$ cat config.mk
export PLATFORM = sky130hd
export DESIGN_NAME = gated_hold_bank
export DESIGN_NICKNAME = d
export VERILOG_FILES = /design/src/rtl/gated_hold_bank.sv
export SDC_FILE = /design/constraint.sdc
export NUM_CORES = 1
export LEC_CHECK = 0
export ABC_AREA = 1
export BUFFER_PORTS_ARGS = -buffer_cell sky130_fd_sc_hd__buf_2
export CORE_MARGIN = 1
export CORE_UTILIZATION = 45
export CTS_CLUSTER_SIZE = 16
export DETAILED_ROUTE_END_ITERATION = 8
export GPL_TIMING_DRIVEN = 0
export HOLD_SLACK_MARGIN = 0.06
export PLACE_DENSITY = 0.77
export SETUP_SLACK_MARGIN = 0.3
export SKIP_LAST_GASP = 1
export SLEW_MARGIN = 20
export SYNTH_ARGS = -nofsm -noshare
export SYNTH_HDL_FRONTEND = slang
export SYNTH_SLANG_ARGS = --single-unit
$ cat constraint.sdc
create_clock -name clk -period 1.2 [get_ports clk]
set_input_delay 0 -clock clk [delete_from_list [all_inputs] [get_ports clk]]
set_output_delay 0 -clock clk [all_outputs]
set_load 0.05 [all_outputs]
$ cat src/rtl/gated_hold_bank.sv
// CH registered channels: capture on enable, otherwise hold (HOLD_MODE=1) or clear (HOLD_MODE=0).
// Define GATED_HOLD_TIMEOUT_EN for a per-channel idle timeout in hold mode with a one-cycle stale pulse.
module gated_hold_bank #(
    parameter int WIDTH     = 8,
    parameter int CH        = 4,
    parameter int HOLD_MODE = 1,
    parameter int TIMEOUT   = 15
) (
    input  logic                clk,
    input  logic                rst,
    input  logic [CH*WIDTH-1:0] a,
    input  logic [CH-1:0]       enable,
    input  logic                clr,
    output logic [CH*WIDTH-1:0] y,
    output logic [CH-1:0]       valid,
    output logic [CH-1:0]       stale
);

    if (TIMEOUT < 1 || TIMEOUT > 255) begin : g_bad_timeout
        $error("gated_hold_bank: TIMEOUT must be in 1..255");
    end

`ifdef GATED_HOLD_TIMEOUT_EN
    localparam int CW = $clog2(TIMEOUT + 1);
`endif

    for (genvar i = 0; i < CH; i++) begin : g_ch
        logic [WIDTH-1:0] y_q;
        logic             v_q;
        logic             s_q;

        if (HOLD_MODE == 0) begin : g_clear
            always_ff @(posedge clk or posedge rst) begin
                if (rst) begin
                    y_q <= '0;
                    v_q <= 1'b0;
                end else if (clr) begin
                    y_q <= '0;
                    v_q <= 1'b0;
                end else if (enable[i]) begin
                    y_q <= a[i*WIDTH +: WIDTH];
                    v_q <= 1'b1;
                end else begin
                    y_q <= '0;
                    v_q <= 1'b0;
                end
            end
            assign s_q = 1'b0;
        end else begin : g_hold
`ifdef GATED_HOLD_TIMEOUT_EN
            logic [CW-1:0] cnt_q;
            logic          expire;

            // Expiry is the edge on which the idle count would reach TIMEOUT.
            assign expire = v_q && !enable[i] && (cnt_q == CW'(TIMEOUT - 1));

            always_ff @(posedge clk or posedge rst) begin
                if (rst) begin
                    y_q   <= '0;
                    v_q   <= 1'b0;
                    s_q   <= 1'b0;
                    cnt_q <= '0;
                end else if (clr) begin
                    y_q   <= '0;
                    v_q   <= 1'b0;
                    s_q   <= 1'b0;
                    cnt_q <= '0;
                end else if (enable[i]) begin
                    y_q   <= a[i*WIDTH +: WIDTH];
                    v_q   <= 1'b1;
                    s_q   <= 1'b0;
                    cnt_q <= '0;
                end else if (expire) begin
                    y_q   <= '0;
                    v_q   <= 1'b0;
                    s_q   <= 1'b1;
                    cnt_q <= '0;
                end else begin
                    y_q   <= y_q;
                    v_q   <= v_q;
                    s_q   <= 1'b0;
                    cnt_q <= v_q ? cnt_q + CW'(1) : '0;
                end
            end
`else
            always_ff @(posedge clk or posedge rst) begin
                if (rst) begin
                    y_q <= '0;
                    v_q <= 1'b0;
                end else if (clr) begin
                    y_q <= '0;
                    v_q <= 1'b0;
                end else if (enable[i]) begin
                    y_q <= a[i*WIDTH +: WIDTH];
                    v_q <= 1'b1;
                end else begin
                    y_q <= y_q;
                    v_q <= v_q;
                end
            end
            assign s_q = 1'b0;
`endif
        end

        assign y[i*WIDTH +: WIDTH] = y_q;
        assign valid[i]            = v_q;
        assign stale[i]            = s_q;
    end

endmodule

[Word-level counts from Yosys, hierarchy flattened]
Cells that the tools add are included.
Word-level totals
  register bits: 36
  input port bits: 39
  output and inout bits: 40
  word-level logic and storage cells: 28
Cells by class
  multiplexer cells: 16
  reductions and logical operators: 4
Operator list (count)
  2-to-1 mux 8 bit: 8
  2-to-1 mux 1 bit: 8
  nonzero test 2 bit: 4

[Depth between registers and ports, before layout]
Gate-level depths: netlist of the first run.
  depth after elaboration: 2
  depth in mapped cells: 5
  depth with buffers taken out: 3

[Least setup slack after synthesis of the first run]
No wires, ideal clock.
  path kind: reg2reg
  from: register, netlist name g_ch[0].y_q[0]
  to: register g_ch[0].y_q[0]
  setup time: 0.119 ns
  arrival time: 0.713 ns
  required time: 1.081 ns
  slack: 0.368 ns
  cell stages (with the launch flop): 3
  buffers on the path: 0
  period minus slack after synthesis: 0.832 ns
  cell sequence: dfrtp_1 nand2_1 nand2_1
RTL lines
  to (signal assigned): RTL line 94  | y_q <= a[i*WIDTH +: WIDTH];
  to (signal assigned): RTL line 97  | y_q <= y_q;
  to (decl): RTL line 28  | logic [WIDTH-1:0] y_q;

[Worst setup path after layout of the first run]
  from: register g_ch[1].v_q
  to: output valid[1]
RTL lines
  from (decl): RTL line 29  | logic v_q;
  from (signal assigned): RTL line 98  | v_q <= v_q;
  to (decl): RTL line 15  | output logic [CH-1:0] valid,
No word-level cell between the ends.

==> results of run 1 <==
## worst max-delay path: cells and delay by family (launching register included)
kind / cells / cell delay [ns]
buf+inv: 2 / 0.27
flops: 1 / 0.40
## cells by family after synthesis
group / after synthesis / synth area share
buffers and inverters: 18 / 0.1112
other: 1 / 0.002178
AND/OR/NAND/NOR: 108 / 0.3634
flip-flops: 36 / 0.5233
## repair_timing
item / CTS / global route
buffers inserted: 0 / 10
pin swaps: 0 / 2
setup endpoints to repair: 15 / 32
gates cloned: 0 / 0
hold endpoints to repair: 72 / 36
gates resized for setup: 27 / 42
## stage by stage
step           cells  setup slack (ns)  instance area (um^2)
2_1_floorplan    166            0.3675                  1733
3_3_place_gp     283           -0.1204                  2138
3_5_place_dp     283            0.5057                  2138
4_1_cts          328            0.2460                  2681
5_1_grt          338            0.2288                  2830
6_report         338            0.2550                  2830
## per-layer routing
layer	track usage	vias to the layer above	wire length [um]	share of wire
li1	-	754	-	-
met1	0.2762	739	1820	0.41
met2	0.4428	52	2446	0.55
met3	0.06071	2	195	0.044
met4	0.04261	0	13	0.0029
met5	0	-	0	0
## synthesized netlist by cell type (all sizes together)
cell	instances	area share
buf	16	0.10
conb	1	0.0022
dfrtp	36	0.52
inv	2	0.0087
nand2	64	0.14
nand3	32	0.18
nor2	12	0.044
## state kept, by name (all words and copies together) (netlist names)
signal and count:
g_ch.v_q 4, g_ch.y_q 32
## final cells by class
cell class / instances / area, um^2
buffer: 16 / 191.4
clock buffer: 8 / 90.09
fill: 250 / 830.8
inverter: 2 / 15.01
multi-input combinational: 112 / 643.1
sequential: 36 / 900.9
tap: 48 / 60.06
timing repair buffer: 116 / 929.6
## how the worst max path moves through the flow
stage	endpoint	cells past startpoint	startpoint
final	valid[1]	2	g_ch[1].v_q$_DFFE_PP0P_
after global routing	valid[1]	2	g_ch[1].v_q$_DFFE_PP0P_
after global placement	g_ch[1].y_q[1]$_DFFE_PP0P_	2	rst
after floorplan	g_ch[0].y_q[0]$_DFFE_PP0P_	2	g_ch[0].y_q[0]$_DFFE_PP0P_
after CTS	valid[1]	2	g_ch[1].v_q$_DFFE_PP0P_
after detailed placement	g_ch[1].y_q[1]$_DFFE_PP0P_	2	rst
## power groups by stage
stage	registers (mW)	clock network, mW	logic, mW
after global placement	1.34	0	0.669
final	1.33	0.856	0.872
after CTS	1.32	0.877	0.811
after detailed placement	1.34	0	0.677
after global routing	1.33	0.947	0.923
after floorplan	1.55	0	0.284
==> impl_metrics.prom, run 1 <==
# TYPE chip_impl_metric gauge
chip_impl_metric{name="cts_made_buffers",unit=""} 5
chip_impl_metric{name="relSlewSlack",unit=""} 0.5078
chip_impl_info{name="cts-root-buf",value="sky130_fd_sc_hd__clkbuf_8"} 1
chip_impl_info{name="path_cells",value="buf_6 > buf_8"} 1
chip_impl_metric{name="pin_count",unit=""} 79
chip_impl_metric{name="final-hold-violation-count",unit=""} 36
chip_impl_metric{name="final.setup_skew",unit="ns"} 0
chip_impl_metric{name="critPathMaxStageDelay",unit="ns"} 0.40
chip_impl_metric{name="vdd_drop_max",unit="uV"} 787.5
chip_impl_metric{name="start_util",unit=""} 0.4703
chip_impl_metric{name="first_global_vias",unit=""} 1603
chip_impl_metric{name="antenna_violations_before_repair",unit=""} 0
chip_impl_info{name="violations_in_the_final_reports",value="negative hold slack"} 1
chip_impl_metric{name="globalRoute.totalOverflow",unit=""} 0
chip_impl_info{name="most_frequent_cells_in_the_layout",value="sky130_fd_sc_hd__nand2_1 (63), sky130_fd_sc_hd__dlygate4sd3_1 (37), sky130_fd_sc_hd__dfrtp_1 (36), sky130_fd_sc_hd__buf_4 (35), sky130_fd_sc_hd__buf_2 (33)"} 1
chip_impl_metric{name="longest_clk_path_bufs",unit=""} 2
chip_impl_info{name="outcome",value="finished with violations"} 1
chip_impl_metric{name="fin_total_pwr",unit="mW"} 3.057
chip_impl_metric{name="count_of_inserted_antenna_diode_cells",unit=""} 0
chip_impl_info{name="min-delay-path-class",value="in -> async"} 1
chip_impl_metric{name="grt.total_usage",unit=""} 0.2386
chip_impl_metric{name="worst-slew-pin-transition",unit="ns"} 0.7372
chip_impl_metric{name="maxCapViolCount",unit=""} 0
chip_impl_metric{name="worst_ep_arrival_time",unit="ns"} 0.95
chip_impl_metric{name="layout-area-overhead-vs-synth",unit="%"} 64.39
chip_impl_metric{name="cts.htree.levels",unit=""} 2
chip_impl_metric{name="drt_wl_total",unit="um"} 4476
chip_impl_metric{name="globalplace.congestion",unit=""} 0.6633
chip_impl_metric{name="power.share.combinational",unit=""} 0.285
chip_impl_metric{name="numPortBuffers",unit=""} 69
chip_impl_metric{name="crit_path_max_fanout",unit=""} 2
chip_impl_metric{name="clk_transition_reported_paths",unit="ns"} 0.07
chip_impl_metric{name="data_required_time_at_the_worst_endpoint",unit="ns"} 1.20
chip_impl_metric{name="power_leakage",unit="nW"} 1.498
chip_impl_metric{name="post_synthesis_sequential_area_ratio",unit=""} 0.5233
chip_impl_metric{name="report.final.slew_viol_count",unit=""} 0
chip_impl_metric{name="detail-route-antenna-nets",unit=""} 0
chip_impl_metric{name="number_of_placement_rows",unit=""} 22
chip_impl_info{name="reg2reg_to",value="g_ch[1].v_q$_DFFE_PP0P_"} 1
chip_impl_info{name="startpoint_type",value="register"} 1
chip_impl_metric{name="avgSynthCellArea",unit="um^2"} 10.56
chip_impl_metric{name="drive_above_1_share",unit=""} 0.4759
chip_impl_metric{name="yosys_register_bits",unit=""} 36
chip_impl_metric{name="drt_drc_violations_left",unit=""} 0
chip_impl_metric{name="synth.lib_cells_used.distinct",unit=""} 12
chip_impl_metric{name="drt-pass1-iter-count",unit=""} 4
chip_impl_metric{name="dieArea",unit="mm^2"} 0.004077
chip_impl_info{name="worst-setup-path-type",value="reg -> out"} 1
chip_impl_metric{name="design.final.nets",unit=""} 328
chip_impl_metric{name="wl_per_cell",unit="um"} 13.24
chip_impl_metric{name="syn_area",unit="mm^2"} 0.001722
chip_impl_metric{name="clock_insertion_delay_worst_skew",unit="ns"} 0.28
chip_impl_info{name="most_common_library_cell_in_the_layout_ignoring_fill_and_taps",value="sky130_fd_sc_hd__nand2_1"} 1
chip_impl_metric{name="hold_ws",unit="ns"} -0.1531
chip_impl_metric{name="cellPowerDensity",unit="mW/mm^2"} 1080
chip_impl_metric{name="final_period_minus_worst_setup_slack",unit="ns"} 0.9450
chip_impl_metric{name="post_cts_hold_buffer_count",unit=""} 37
chip_impl_metric{name="setup_total_negative_slack",unit="ns"} 0
chip_impl_metric{name="share_of_the_clock_period_used_by_the_worst_path",unit=""} 0.7875
chip_impl_info{name="rsz_0062_raised_after_global_routing",value="true"} 1
chip_impl_metric{name="yosys_warnings",unit=""} 0
chip_impl_metric{name="sequential_power_share",unit=""} 0.435
chip_impl_metric{name="reg2regPathDepth",unit=""} 2
chip_impl_metric{name="p_sw_frac",unit=""} 0.3104
chip_impl_metric{name="vias_per_cell",unit=""} 4.577
chip_impl_metric{name="final_core_util",unit=""} 0.7731
chip_impl_metric{name="post-dp-hpwl",unit="um"} 2434
chip_impl_metric{name="power_frac_clock",unit=""} 0.280
chip_impl_metric{name="routed-via-count",unit=""} 1547
chip_impl_metric{name="dieWidth",unit="um"} 63.86
chip_impl_metric{name="clock_sink_count",unit=""} 36
chip_impl_metric{name="grt_start_max_net_pins",unit=""} 37
chip_impl_metric{name="report.final.setup_viol",unit=""} 0
chip_impl_metric{name="maxClockFrequency",unit="GHz"} 1.058
chip_impl_metric{name="total_switching_power",unit="mW"} 0.9489
chip_impl_metric{name="core_area",unit="mm^2"} 0.003661
chip_impl_metric{name="iteration_0_drc_markers",unit=""} 79
chip_impl_metric{name="rrSetupSlack",unit="ns"} 0.54
chip_impl_info{name="timing.critical_path.to_type",value="output pin"} 1
chip_impl_info{name="reg2reg_from",value="g_ch[1].v_q$_DFFE_PP0P_"} 1
chip_impl_metric{name="instance_count_of_the_mapped_netlist",unit=""} 163
chip_impl_info{name="tritoncts",value="done"} 1
chip_impl_metric{name="fp.dieH",unit="um"} 63.86
chip_impl_metric{name="cell_internal_pwr",unit="mW"} 2.108
chip_impl_metric{name="grt_pass1_wl",unit="um"} 7327
chip_impl_info{name="critPathSlowestCell",value="sky130_fd_sc_hd__dfrtp_1"} 1
No activity file was read; power rests on OpenSTA's default activity.
==> inputs of run 2 (changes only) <==
--- a/config.mk
+++ b/config.mk
@@ -8,12 +8,12 @@
 export ABC_AREA = 1
 export BUFFER_PORTS_ARGS = -buffer_cell sky130_fd_sc_hd__buf_2
 export CORE_MARGIN = 1
-export CORE_UTILIZATION = 45
+export CORE_UTILIZATION = 42
 export CTS_CLUSTER_SIZE = 16
 export DETAILED_ROUTE_END_ITERATION = 8
 export GPL_TIMING_DRIVEN = 0
 export HOLD_SLACK_MARGIN = 0.06
-export PLACE_DENSITY = 0.77
+export PLACE_DENSITY = 0.76
 export SETUP_SLACK_MARGIN = 0.3
 export SKIP_LAST_GASP = 1
 export SLEW_MARGIN = 20
==> constraint.sdc (replaced) <==
create_clock -name clk -period 0.85 [get_ports clk]
set_input_delay 0 -clock clk [delete_from_list [all_inputs] [get_ports clk]]
set_output_delay 0 -clock clk [all_outputs]
set_load 0.05 [all_outputs]
==> run 2 against run 1 <==
Compared with the run above:
- sequential power rose by 43%
- core utilization shrank 7.0 points
- the flow finishes with violations (negative hold slack, negative setup slack)
- flip-flop and latch count did not move
- first-iteration DRC count down 34%
==> impl_metrics.prom, run 2 (same netlist as run 1, synthesis figures left out) <==
# TYPE chip_impl_metric gauge
chip_impl_metric{name="start_util",unit=""} 0.4532
chip_impl_metric{name="routed-via-count",unit=""} 1344
chip_impl_metric{name="total_switching_power",unit="mW"} 1.357
chip_impl_metric{name="postLayoutCellArea",unit="mm^2"} 0.002671
chip_impl_metric{name="clock_insertion_delay_worst_skew",unit="ns"} 0.28
chip_impl_metric{name="worst_ep_arrival_time",unit="ns"} 0.95
chip_impl_metric{name="grt_start_max_net_pins",unit=""} 37
chip_impl_metric{name="pin_count",unit=""} 79
chip_impl_metric{name="detail-route-antenna-nets",unit=""} 0
chip_impl_metric{name="hold_ws",unit="ns"} -0.1726
chip_impl_info{name="most_frequent_cells_in_the_layout",value="sky130_fd_sc_hd__nand2_1 (52), sky130_fd_sc_hd__buf_6 (43), sky130_fd_sc_hd__buf_2 (33), sky130_fd_sc_hd__dfrtp_2 (32), sky130_fd_sc_hd__nand3_2 (30)"} 1
chip_impl_metric{name="number_of_flip_flops_under_the_largest_register_name",unit=""} 32
chip_impl_metric{name="antenna_violations_before_repair",unit=""} 0
chip_impl_metric{name="placedCellCount",unit=""} 283
chip_impl_metric{name="power.share.combinational",unit=""} 0.222
chip_impl_metric{name="drive_above_1_share",unit=""} 0.7236
chip_impl_metric{name="crit_path_max_fanout",unit=""} 2
chip_impl_metric{name="drt_drc_violations_left",unit=""} 0
chip_impl_info{name="timing.critical_path.to_type",value="output pin"} 1
chip_impl_metric{name="maxCapViolCount",unit=""} 0
chip_impl_metric{name="clk_transition_reported_paths",unit="ns"} 0.07
chip_impl_metric{name="core_area",unit="mm^2"} 0.003799
chip_impl_metric{name="iteration_0_drc_markers",unit=""} 52
chip_impl_metric{name="globalplace.congestion",unit=""} 0.7242
chip_impl_metric{name="worst-slew-pin-transition",unit="ns"} 0.7406
chip_impl_metric{name="post-dp-hpwl",unit="um"} 2515
chip_impl_metric{name="data_required_time_at_the_worst_endpoint",unit="ns"} 0.85
chip_impl_metric{name="cellPowerDensity",unit="mW/mm^2"} 1903
chip_impl_info{name="outcome",value="finished with violations"} 1
chip_impl_metric{name="power_leakage",unit="nW"} 1.332
chip_impl_metric{name="fin_total_pwr",unit="mW"} 5.083
chip_impl_metric{name="layout.cells.non_filler",unit=""} 294
chip_impl_metric{name="drt-pass1-iter-count",unit=""} 6
chip_impl_metric{name="p_sw_frac",unit=""} 0.2670
chip_impl_info{name="min-delay-path-class",value="in -> async"} 1
chip_impl_metric{name="cts_made_buffers",unit=""} 5
chip_impl_info{name="rsz_0062_raised_after_global_routing",value="true"} 1
chip_impl_metric{name="fp.dieH",unit="um"} 66.03
chip_impl_metric{name="wl_per_cell",unit="um"} 12.43
chip_impl_info{name="cts-root-buf",value="sky130_fd_sc_hd__clkbuf_8"} 1
chip_impl_metric{name="design.final.nets",unit=""} 284
chip_impl_metric{name="first_global_vias",unit=""} 1411
chip_impl_metric{name="vdd_drop_max",unit="uV"} 1583
chip_impl_metric{name="cts.htree.levels",unit=""} 2
chip_impl_metric{name="cell_internal_pwr",unit="mW"} 3.726
chip_impl_metric{name="final.setup_skew",unit="ns"} 0
chip_impl_info{name="worst-setup-path-type",value="reg -> out"} 1
chip_impl_metric{name="final_period_minus_worst_setup_slack",unit="ns"} 0.9456
chip_impl_metric{name="number_of_placement_rows",unit=""} 22
chip_impl_metric{name="grt.total_usage",unit=""} 0.1929
chip_impl_info{name="startpoint_type",value="register"} 1
chip_impl_metric{name="layout-area-overhead-vs-synth",unit="%"} 55.16
chip_impl_metric{name="numPortBuffers",unit=""} 69
chip_impl_metric{name="share_of_the_clock_period_used_by_the_worst_path",unit=""} 1.112
chip_impl_metric{name="grt_pass1_wl",unit="um"} 6175
chip_impl_metric{name="count_of_inserted_antenna_diode_cells",unit=""} 0
chip_impl_metric{name="drt_wl_total",unit="um"} 3653
chip_impl_info{name="biggestRegsByFlops",value="g_ch.y_q: 32 flops, g_ch.v_q: 4 flops"} 1
chip_impl_info{name="largest_register",value="g_ch.y_q"} 1
chip_impl_metric{name="longest_clk_path_bufs",unit=""} 2
chip_impl_metric{name="globalRoute.totalOverflow",unit=""} 0
chip_impl_metric{name="dp_worst_setup_slack",unit="ns"} 0.1441
chip_impl_metric{name="dieArea",unit="mm^2"} 0.004359
chip_impl_metric{name="final-hold-violation-count",unit=""} 72
chip_impl_info{name="violations_in_the_final_reports",value="negative hold slack, negative setup slack"} 1
chip_impl_metric{name="relSlewSlack",unit=""} 0.5052
chip_impl_metric{name="maxClockFrequency",unit="GHz"} 1.058
chip_impl_metric{name="finalWorstSetupSlack",unit="ns"} -0.09560
chip_impl_metric{name="report.final.slew_viol_count",unit=""} 0
chip_impl_info{name="tritoncts",value="done"} 1
chip_impl_metric{name="setup_total_negative_slack",unit="ns"} -0.4032
chip_impl_metric{name="layout.filler_cells",unit=""} 278
chip_impl_metric{name="vias_per_cell",unit=""} 4.571
chip_impl_metric{name="placed_area",unit="mm^2"} 0.002182
chip_impl_metric{name="dieWidth",unit="um"} 66.03
chip_impl_metric{name="report.final.setup_viol",unit=""} 14
chip_impl_metric{name="sequential_power_share",unit=""} 0.375
chip_impl_metric{name="power_frac_clock",unit=""} 0.403
chip_impl_info{name="most_common_library_cell_in_the_layout_ignoring_fill_and_taps",value="sky130_fd_sc_hd__nand2_1"} 1
chip_impl_metric{name="clock_sink_count",unit=""} 36
[run 2: cell types whose count changed in the layout (fill, tap and decap cells not counted), moves of 3 or more]
cell	previous run	this run
sky130_fd_sc_hd__bufinv_16	0	3
sky130_fd_sc_hd__dfrtp_2	0	32
sky130_fd_sc_hd__dfrtp_1	36	4
sky130_fd_sc_hd__buf_6	14	43
sky130_fd_sc_hd__buf_4	35	5
sky130_fd_sc_hd__clkbuf_4	6	0
sky130_fd_sc_hd__dlygate4sd3_1	37	0
sky130_fd_sc_hd__nand2_2	1	12
sky130_fd_sc_hd__nand2_1	63	52
[run 2: area by class of cell]
type | count | area [um^2] | share of cell area
repair buffers | 72 | 615.6 | 0.2304
plain buffers | 16 | 191.4 | 0.07166
flip-flops and latches | 36 | 940.9 | 0.3522
well taps | 48 | 60.06 | 0.02248
inverters | 2 | 18.77 | 0.007026
clock inverters | 3 | 90.09 | 0.03372
clock buffers | 5 | 68.82 | 0.02576
multi-input cells | 112 | 685.7 | 0.2567
[run 2: power by group through the flow]
stage / Clock, mW / Sequential [mW] / Combinational, mW
3_3_place_gp: 0 / 1.90 / 0.951
3_5_place_dp: 0 / 1.91 / 0.958
5_1_grt: 2.18 / 1.91 / 1.20
2_1_floorplan: 0 / 2.21 / 0.401
4_1_cts: 2.10 / 1.90 / 1.11
6_report: 2.05 / 1.90 / 1.13
[run 2: through the flow]
step / utilization / hold slack (ns)
global route: 0.7032 / -0.1082
floorplan: - / -0.04772
global placement: 0.5744 / 0.1770
detailed placement: 0.5744 / 0.1712
finish: 0.7032 / -0.1726
CTS: 0.6864 / -0.1421
[run 2: worst paths after layout]
check                                            from                    endpoint  slack, ns  depth (start not counted)
setup / recovery              g_ch[3].v_q$_DFFE_PP0P_                    valid[3]       -0.1                          2
hold reg to reg            g_ch[1].y_q[7]$_DFFE_PP0P_  g_ch[1].y_q[7]$_DFFE_PP0P_       0.49                          2
max in group asynchronous                         rst  g_ch[2].y_q[5]$_DFFE_PP0P_       0.56                          2
setup reg to reg              g_ch[2].v_q$_DFFE_PP0P_     g_ch[2].v_q$_DFFE_PP0P_       0.08                          3
min in group clk                                a[19]  g_ch[2].y_q[3]$_DFFE_PP0P_      -0.06                          3
hold / removal                                    rst  g_ch[0].y_q[7]$_DFFE_PP0P_      -0.17                          2
[run 2: per-layer routing]
layer / routed length (um) / GRT usage / vias to the layer above
met4: 34 / 0.07979 / 0
met2: 2012 / 0.3444 / 40
met1: 1466 / 0.2212 / 631
met5: 0 / 0 / -
met3: 140 / 0.04138 / 2
li1: - / - / 671
[run 2: worst max-delay path: stages, from the launching register on]
cell and delay [ns]:
sky130_fd_sc_hd__dfrtp_1 0.40, sky130_fd_sc_hd__buf_6 0.13, sky130_fd_sc_hd__buf_8 0.14
[run 2: what timing repair did]
action	in CTS	in global routing
resized for setup	81	17
buffers inserted	1	2
hold endpoints to repair	72	72
setup endpoints to repair	72	72
pin swaps	1	3
